$ cat config.mk
export PLATFORM = sky130hd
export DESIGN_NAME = tick_timer_flat
export DESIGN_NICKNAME = d
export VERILOG_FILES = /design/src/rtl/timer_pkg.sv /design/src/rtl/tick_timer_if.sv /design/src/rtl/edge_rise.sv /design/src/rtl/tick_timer.sv /design/src/flat_wrapper.sv
export SDC_FILE = /design/constraint.sdc
export NUM_CORES = 1
export LEC_CHECK = 0
export BUFFER_PORTS_ARGS = -buffer_cell sky130_fd_sc_hd__buf_4
export CAP_MARGIN = 20
export CORE_ASPECT_RATIO = 1.1
export CORE_MARGIN = 2
export CORE_UTILIZATION = 35
export DETAILED_ROUTE_END_ITERATION = 10
export SKIP_CTS_REPAIR_TIMING = 1
export SYNTH_ARGS = -nofsm -noshare
export SYNTH_HDL_FRONTEND = slang
export SYNTH_SLANG_ARGS = --single-unit
$ cat constraint.sdc
create_clock -name clock -period 6.2 [get_ports clock]
set_clock_uncertainty 0.15 [all_clocks]
set_input_delay 0.93 -clock clock [delete_from_list [all_inputs] [get_ports clock]]
set_output_delay 0.93 -clock clock [all_outputs]
set_load 0.01 [all_outputs]
$ cat src/rtl/timer_pkg.sv
// Shared definitions for the tick timer: state encoding and default counter width.
package timer_pkg;

  localparam int unsigned DEFAULT_WIDTH = 16;

  typedef enum logic [1:0] {
    S_IDLE  = 2'd0,
    S_RUN   = 2'd1,
    S_PAUSE = 2'd2,
    S_DONE  = 2'd3
  } state_t;

endpackage

$ cat src/rtl/tick_timer_if.sv
// Control/status bundle between a sequencing FSM (master) and the tick timer (slave).
interface tick_timer_if
  import timer_pkg::*;
#(
  parameter int unsigned WIDTH = DEFAULT_WIDTH
);

  logic             tick_in;
  logic             start;
  logic             pause;
  logic             clear;
  logic [WIDTH-1:0] limit;
  logic [WIDTH-1:0] count;
  logic             running;
  logic             done;
  logic             expired;

  modport master (
    output tick_in, start, pause, clear, limit,
    input  count, running, done, expired
  );

  modport slave (
    input  tick_in, start, pause, clear, limit,
    output count, running, done, expired
  );

endinterface

$ cat src/rtl/edge_rise.sv
// Rising-edge detector for a level already synchronous to clock (e.g. clockDiv).
module edge_rise (
  input  logic clock,
  input  logic rst,
  input  logic level,
  output logic rise_c
);

  logic level_q;

  always_ff @(posedge clock or posedge rst) begin
    if (rst) level_q <= 1'b0;
    else     level_q <= level;
  end

  assign rise_c = level & ~level_q;

endmodule

$ cat src/rtl/tick_timer.sv
// Interval timer counting rising edges of the divided clock up to a latched limit,
// with pause/resume, clear and a completion pulse.
module tick_timer
  import timer_pkg::*;
#(
  parameter int unsigned WIDTH = DEFAULT_WIDTH
) (
  input  logic         clock,
  input  logic         rst,
  tick_timer_if.slave  bus
);

  localparam int unsigned CW = WIDTH + 1;

  state_t           state_q, state_d;
  logic [WIDTH-1:0] count_q, count_d;
  logic [WIDTH-1:0] limit_q, limit_d;
  logic             running_q, running_d;
  logic             done_q, done_d;
  logic             expired_q, expired_d;
  logic             tick_rise;
  logic [CW-1:0]    count_inc;
  logic             last_tick;

  edge_rise u_edge_rise (
    .clock  (clock),
    .rst    (rst),
    .level  (bus.tick_in),
    .rise_c (tick_rise)
  );

  // Extra bit keeps limit = 2^WIDTH-1 from wrapping in the compare.
  assign count_inc = CW'(count_q) + CW'(1);
  assign last_tick = (count_inc == CW'(limit_q));

  always_ff @(posedge clock or posedge rst) begin
    if (rst) begin
      state_q   <= S_IDLE;
      count_q   <= '0;
      limit_q   <= '0;
      running_q <= 1'b0;
      done_q    <= 1'b0;
      expired_q <= 1'b0;
    end else begin
      state_q   <= state_d;
      count_q   <= count_d;
      limit_q   <= limit_d;
      running_q <= running_d;
      done_q    <= done_d;
      expired_q <= expired_d;
    end
  end

  // Priority: clear > start > pause > tick_rise.
  always_comb begin
    state_d = state_q;
    count_d = count_q;
    limit_d = limit_q;
    done_d  = 1'b0;

    if (bus.clear) begin
      state_d = S_IDLE;
      count_d = '0;
    end else if (bus.start) begin
      limit_d = bus.limit;
      count_d = '0;
      if (bus.limit == '0) begin
        state_d = S_DONE;
        done_d  = 1'b1;
      end else begin
        state_d = S_RUN;
      end
    end else begin
      unique case (state_q)
        S_RUN: begin
          if (bus.pause) begin
            state_d = S_PAUSE;
          end else if (tick_rise) begin
            if (last_tick) begin
              count_d = limit_q;
              state_d = S_DONE;
              done_d  = 1'b1;
            end else begin
              count_d = count_inc[WIDTH-1:0];
            end
          end
        end
        S_PAUSE: begin
          if (bus.pause) state_d = S_RUN;
        end
        default: ;
      endcase
    end

    running_d = (state_d == S_RUN);
    expired_d = (state_d == S_DONE);
  end

  assign bus.count   = count_q;
  assign bus.running = running_q;
  assign bus.done    = done_q;
  assign bus.expired = expired_q;

endmodule

$ cat src/flat_wrapper.sv
// flat-port wrapper written by rule: the top's interface ports become plain ports
module tick_timer_flat import timer_pkg::*;
#(
  parameter int unsigned WIDTH = DEFAULT_WIDTH
)
  (clock, rst, bus_tick_in, bus_start, bus_pause, bus_clear, bus_limit, bus_count, bus_running, bus_done, bus_expired);
  tick_timer_if #(.WIDTH(WIDTH)) bus_i ();
  input  logic clock;
  input  logic rst;
  input wire logic [$bits(bus_i.tick_in)-1:0] bus_tick_in;
  input wire logic [$bits(bus_i.start)-1:0] bus_start;
  input wire logic [$bits(bus_i.pause)-1:0] bus_pause;
  input wire logic [$bits(bus_i.clear)-1:0] bus_clear;
  input wire logic [$bits(bus_i.limit)-1:0] bus_limit;
  output wire logic [$bits(bus_i.count)-1:0] bus_count;
  output wire logic [$bits(bus_i.running)-1:0] bus_running;
  output wire logic [$bits(bus_i.done)-1:0] bus_done;
  output wire logic [$bits(bus_i.expired)-1:0] bus_expired;
  assign bus_i.tick_in = bus_tick_in;
  assign bus_i.start = bus_start;
  assign bus_i.pause = bus_pause;
  assign bus_i.clear = bus_clear;
  assign bus_i.limit = bus_limit;
  assign bus_count = bus_i.count;
  assign bus_running = bus_i.running;
  assign bus_done = bus_i.done;
  assign bus_expired = bus_i.expired;
  tick_timer #(.WIDTH(WIDTH)) u_core (.clock(clock), .rst(rst), .bus(bus_i));
endmodule
Word level (Yosys, flattened, before mapping) --
Index checks and enable logic that the tools add are counted.
Cells by class: mux-type cells 21, bitwise logic cells 3, equality and inequality tests 6, reductions and logical operators 5, $add $sub $neg 1
Operator list (number):
- 16-bit 2-to-1 mux | 6
- 16-bit by 1-bit adder with 17-bit output (second input constant) | 1
- 17-bit by 16-bit == test with 1-bit output | 1
- 16-bit logical NOT | 1
- 2-bit 2-to-1 mux | 7
- 1-bit 2-to-1 mux | 7
- 3-bit nonzero test | 2
- 2-bit by 1-bit == test with 1-bit output (second input constant) | 2
- 2-bit == test (second input constant) | 2
- 2-bit one-hot mux with 2 select lines | 1
- 3-bit by 2-bit != test with 1-bit output (second input constant) | 1
- 3-bit AND reduction | 1
- 1-bit inverter | 2
- 2-bit AND reduction | 1
- 1-bit bitwise AND | 1
Word-level totals: input port bits 22, register bits 38, output and inout port bits 19, word-level logic and storage cells 43

Logic depth before layout (Yosys ltp) --
depth after elaboration 9, depth in mapped cells 11, depth with buffers taken out 9

Hierarchy --
Synthesis repeated with hierarchy kept, for this count alone.
Second synthesis, totals: cell total of the unflattened synthesis 269, area total of the unflattened synthesis 2511.2 sq um
Modules (own cells, without submodules):
- tick_timer | times used 1, cells an instance 266, area an instance 2468.6 sq um, sequential area each 925.9 sq um
- edge_rise | times used 1, cells an instance 3, area an instance 42.5 sq um, sequential area each 25.0 sq um

Least setup slack after synthesis --
Ideal clock, no wire load.
path type register -> register, start register u_core.count_q[0], in the netlist u_core.bus.count[0], end register u_core.count_q[2], in the netlist u_core.bus.count[2], setup slack 3645 ps, arrival 2323 ps, period minus slack after synthesis 2555 ps, data required time 5968 ps, setup time 82 ps, cell stages (with the launch flop) 11, buffers on the path 1, path through dfrtp_1 > ha_1 > nand3_2 > nor4_2 > xnor2_1 > nor2_1 > a211oi_1 > and3_2 > buf_6 > nand3_1 > a31oi_1
Between the ends: cells in the longest elaborated chain, start to end 8
RTL lines:
- from (decl) | RTL line tick_timer.sv:16 | logic [WIDTH-1:0] count_q, count_d;
- from (signal assigned) | RTL line tick_timer.sv:46 | count_q <= count_d;
- 16-bit by 1-bit adder with 17-bit output * | RTL line tick_timer.sv:33 | assign count_inc = CW'(count_q) + CW'(1);
- 17-bit by 16-bit == test with 1-bit output | RTL line tick_timer.sv:34 | assign last_tick = (count_inc == CW'(limit_q));
- 16-bit 2-to-1 mux * | RTL line tick_timer.sv:79 | if (last_tick) begin
- 16-bit 2-to-1 mux * | RTL line tick_timer.sv:78 | end else if (tick_rise) begin
- 16-bit 2-to-1 mux * | RTL line tick_timer.sv:76 | if (bus.pause) begin
- 16-bit 2-to-1 mux * | RTL line tick_timer.sv:74 | unique case (state_q)
- 16-bit 2-to-1 mux * | RTL line tick_timer.sv:64 | end else if (bus.start) begin
- 16-bit 2-to-1 mux * | RTL line tick_timer.sv:61 | if (bus.clear) begin
Every way passes the cells marked *; elsewhere a longest branch is shown, timed or not. The select of a mux whose other input is x is not followed. A chain may end at the register's enable or synchronous reset.

Worst setup path in the final report --
start register u_core.count_q[0], in the netlist u_core.bus.count[0], end register u_core.expired_q, in the netlist u_core.bus.expired
Between the ends: cells in the longest elaborated chain, start to end 9
RTL lines:
- 16-bit by 1-bit adder with 17-bit output | RTL line tick_timer.sv:33
- 17-bit by 16-bit == test with 1-bit output | RTL line tick_timer.sv:34
- 2-bit 2-to-1 mux | RTL line tick_timer.sv:79
- 2-bit 2-to-1 mux | RTL line tick_timer.sv:78
- 2-bit 2-to-1 mux | RTL line tick_timer.sv:76
- 2-bit one-hot mux with 2 select lines | RTL line tick_timer.sv:74
- 2-bit 2-to-1 mux | RTL line tick_timer.sv:64
- 2-bit 2-to-1 mux | RTL line tick_timer.sv:61
- 2-bit == test | RTL line tick_timer.sv:96 | expired_d = (state_d == S_DONE);
- net u_core.expired_d | RTL line tick_timer.sv:20 | logic expired_q, expired_d;
- to (signal assigned) | RTL line tick_timer.sv:50 | expired_q <= expired_d;
- to (decl) | RTL line tick_timer.sv:20
The timed path passes the listed nets, and every way through them passes these cells.

==> results.md <==
* Status: completed
* GP Congestion at 0.8022
* Clock share of power at 31.6%
* Worst slack at placement at 3.009 ns
* Mapped Avg Cell Area at 8.880 µm²
* Sequential share of power at 52.9%
* Int Power at 0.3864 mW
* Final hold vios at 0
* Synth warn at 0
* Final period util at 52.08%
* Syn Inst Count at 277
* Largest net degree at the start of global routing at 39
* Overall routed net length at 6221 µm
* Finished Cell Area at 0.002887 mm²
* CP Data Arrival Time at 3.31 ns
* Library cells used by synthesis at 45
* Drt drc at 0
* EDFF count, synth at 0
* Die area at 0.007715 mm²
* Post-DP HPWL at 4439 µm
* CP Max Fanout at 14
* Vias/cell at 5.427
* Clk root buf: clkbuf_8
* Async SR Flop Fraction at 100.0%
* Clock-pin slew on the worst setup and hold paths at 0.08 ns
* Initial Util at 35.51%
* Total core area at 0.006927 mm²
* CP startpoint kind: flip-flop
* Crit. End Element: flip-flop
* Tmin final at 3.229 ns
* Final non-filler cell total at 393
* Placed Area at 0.002803 mm²
* CP Class: flip-flop to flip-flop
* DR pass1 iterations at 4
* Synth Cell Area at 0.002460 mm²
* Top-count cell post-synth: dfrtp_1
* Net load switching power at 0.1522 mW
* HP Class: flip-flop to flip-flop
* Combinational share of power at 15.4%
* Required time worst endpoint at 6.28 ns
* Vias in the first global route at 2066
* Worst Slack Setup Final at 2.971 ns
* WHS at 0.3927 ns
* PD cells at 186.6 mW/mm²
* Synth-to-Final Area Change at 17.34%
* First-pass GRT wire length at 10360 µm
* Die height at 91.93 µm
* Hold Crit Start: u_core.limit_q[13]
* FF-to-FF Start: u_core.bus.count[0]
* GRT overflow at 0
* Placed cells at 386
* Boundary Pins at 41
* Final Net Count at 333
* Initial drt markers at 115
* Worst IR Drop VDD at 0.0001245 V
* Site Rows at 32
* WL per Instance at 15.83 µm
* Static Leak at 1.123 nW
* Endpoints failing setup at 0
* Relative slew slack at 57.08%
* TritonCTS clock tree: yes
* Switching Fraction at 28.26%
* Clock sink count at 38
* Cts bufs inserted at 5
* Yosys reg bits at 38
* Syn_nets at 302
* Post-synth top cells: dfrtp_1 (38), nand2_1 (23), nand3_1 (21)
* Post-synthesis sequential area ratio at 38.66%
* H-tree Lvls at 2
* Setup crit start: u_core.bus.count[0]
* Detailed-route via count at 2133
* FMAX at 309.7 MHz
* Max-cap viol count at 0
* Final Max Slew Viols at 0
* Top FF cell, synth: dfrtp_1
* Initial antenna violation count at 0
* Layout cells sized above 1 at 24.35%
* Worst Max-Slew Pin Slew at 0.6420 ns
* Top cell type's share of synthesized area at 38.66%
* Setup TNS Final at 0 ns
* Unrepaired setup endpoints after global routing: false
* Die width at 83.93 µm
* CTS max path bufs at 2
* Area contributors post-synth: dfrtp_1 (39%), mux2_2 (6.9%), xnor2_1 (5.3%), nand3_1 (4.3%), a31oi_1 (3.6%)
* Yosys top cell by area: dfrtp_1
* ANT cells at 0
* Routed Antenna Nets at 0
* Number of port buffers at 40
* Gr usage total at 16.83%
* Clk Latency, worst-skew pair at 0.30 ns
-- registers in the layout (all words and copies together), names as in the netlist --
register and cells:
u_core.bus.done 1, u_core.bus.expired 1, u_core.u_edge_rise.level_q 1, u_core.bus.count 16
u_core.limit_q 16, u_core.state_q 2, u_core.bus.running 1
-- critical path: stages, from the launching register on --
cell and delay (ns):
dfrtp_1 0.46, ha_1 0.28, nand3_2 0.21, nor4_2 0.46
xnor2_1 0.17, nor2_1 0.05, a211oi_1 0.26, nand3_1 0.53
o21bai_1 0.38, and3_1 0.20
-- power by group through the flow --
| stage | Sequential, mW | Combinational [mW] | Clock (mW) |
|---|---|---|---|
| detailed placement | 0.290 | 0.0838 | 0 |
| CTS | 0.285 | 0.0843 | 0.176 |
| global route | 0.288 | 0.0920 | 0.190 |
| global placement | 0.290 | 0.0823 | 0 |
| floorplan | 0.284 | 0.0569 | 0 |
| finish | 0.285 | 0.0831 | 0.170 |
-- cell type report --
type | count | area [µm²]
Fill cell | 695 | 4040
Multi-Input combinational cell | 212 | 1393
Sequential cell | 38 | 950.9
Timing Repair Buffer | 43 | 322.8
Tap cell | 85 | 106.4
Clock buffer | 5 | 68.82
Inverter | 8 | 30.03
Clock inverter | 2 | 15.01
-- through the flow --
| stage | util, % | total power [mW] |
|---|---|---|
| final | 41.67 | 0.5387 |
| after global routing | 41.67 | 0.5697 |
| after CTS | 41.67 | 0.5457 |
| after detailed placement | 40.46 | 0.3738 |
| after global placement | 40.46 | 0.3720 |
| after floorplan | - | 0.3407 |
-- per-layer routing --
metal	vias up	part of all wire [%]	global-route usage (%)
li1	1053	-	-
met1	1019	47	22.82
met2	54	48	27.40
met3	7	4.4	3.150
met4	0	1.1	4.973
met5	-	0	0
-- cells in the final DEF, fill, tap and decap left out, types with 5 or more instances in the layout --
master / n
a21oi_1: 6
a31oi_1: 14
and2_1: 8
buf_4: 43
clkbuf_8: 5
dfrtp_1: 38
inv_1: 8
mux2_2: 15
nand2_1: 23
nand3_1: 21
nand4_1: 7
nor2_1: 19
nor2b_1: 9
nor3_1: 9
nor3b_1: 5
nor4_1: 6
o21ai_0: 6
o21ai_1: 10
xnor2_1: 15
xor2_1: 5
-- worst paths after layout --
path                       cells after the start  slack (ns)                         end
setup reg to reg                               9        2.97          u_core.bus.expired
hold reg to reg                                1        0.39          u_core.limit_q[13]
max in group asynchronous                      3        4.97  u_core.u_edge_rise.level_q
hold / removal                                 1        0.39          u_core.limit_q[13]
setup / recovery                               9        2.97          u_core.bus.expired
min in group asynchronous                      3        0.60          u_core.bus.expired
-- kinds of logic after synthesis --
family / after synthesis / share of synthesized area, %
multiplexers: 15 / 6.867
AO/OA/AOI/OAI: 50 / 12.97
adder cells (fa/ha/maj): 3 / 1.526
XOR/XNOR: 20 / 7.121
AND/OR/NAND/NOR: 124 / 28.13
flip-flops: 38 / 38.66
buffers and inverters: 27 / 4.730
Power figures use the tool's default switching activity.
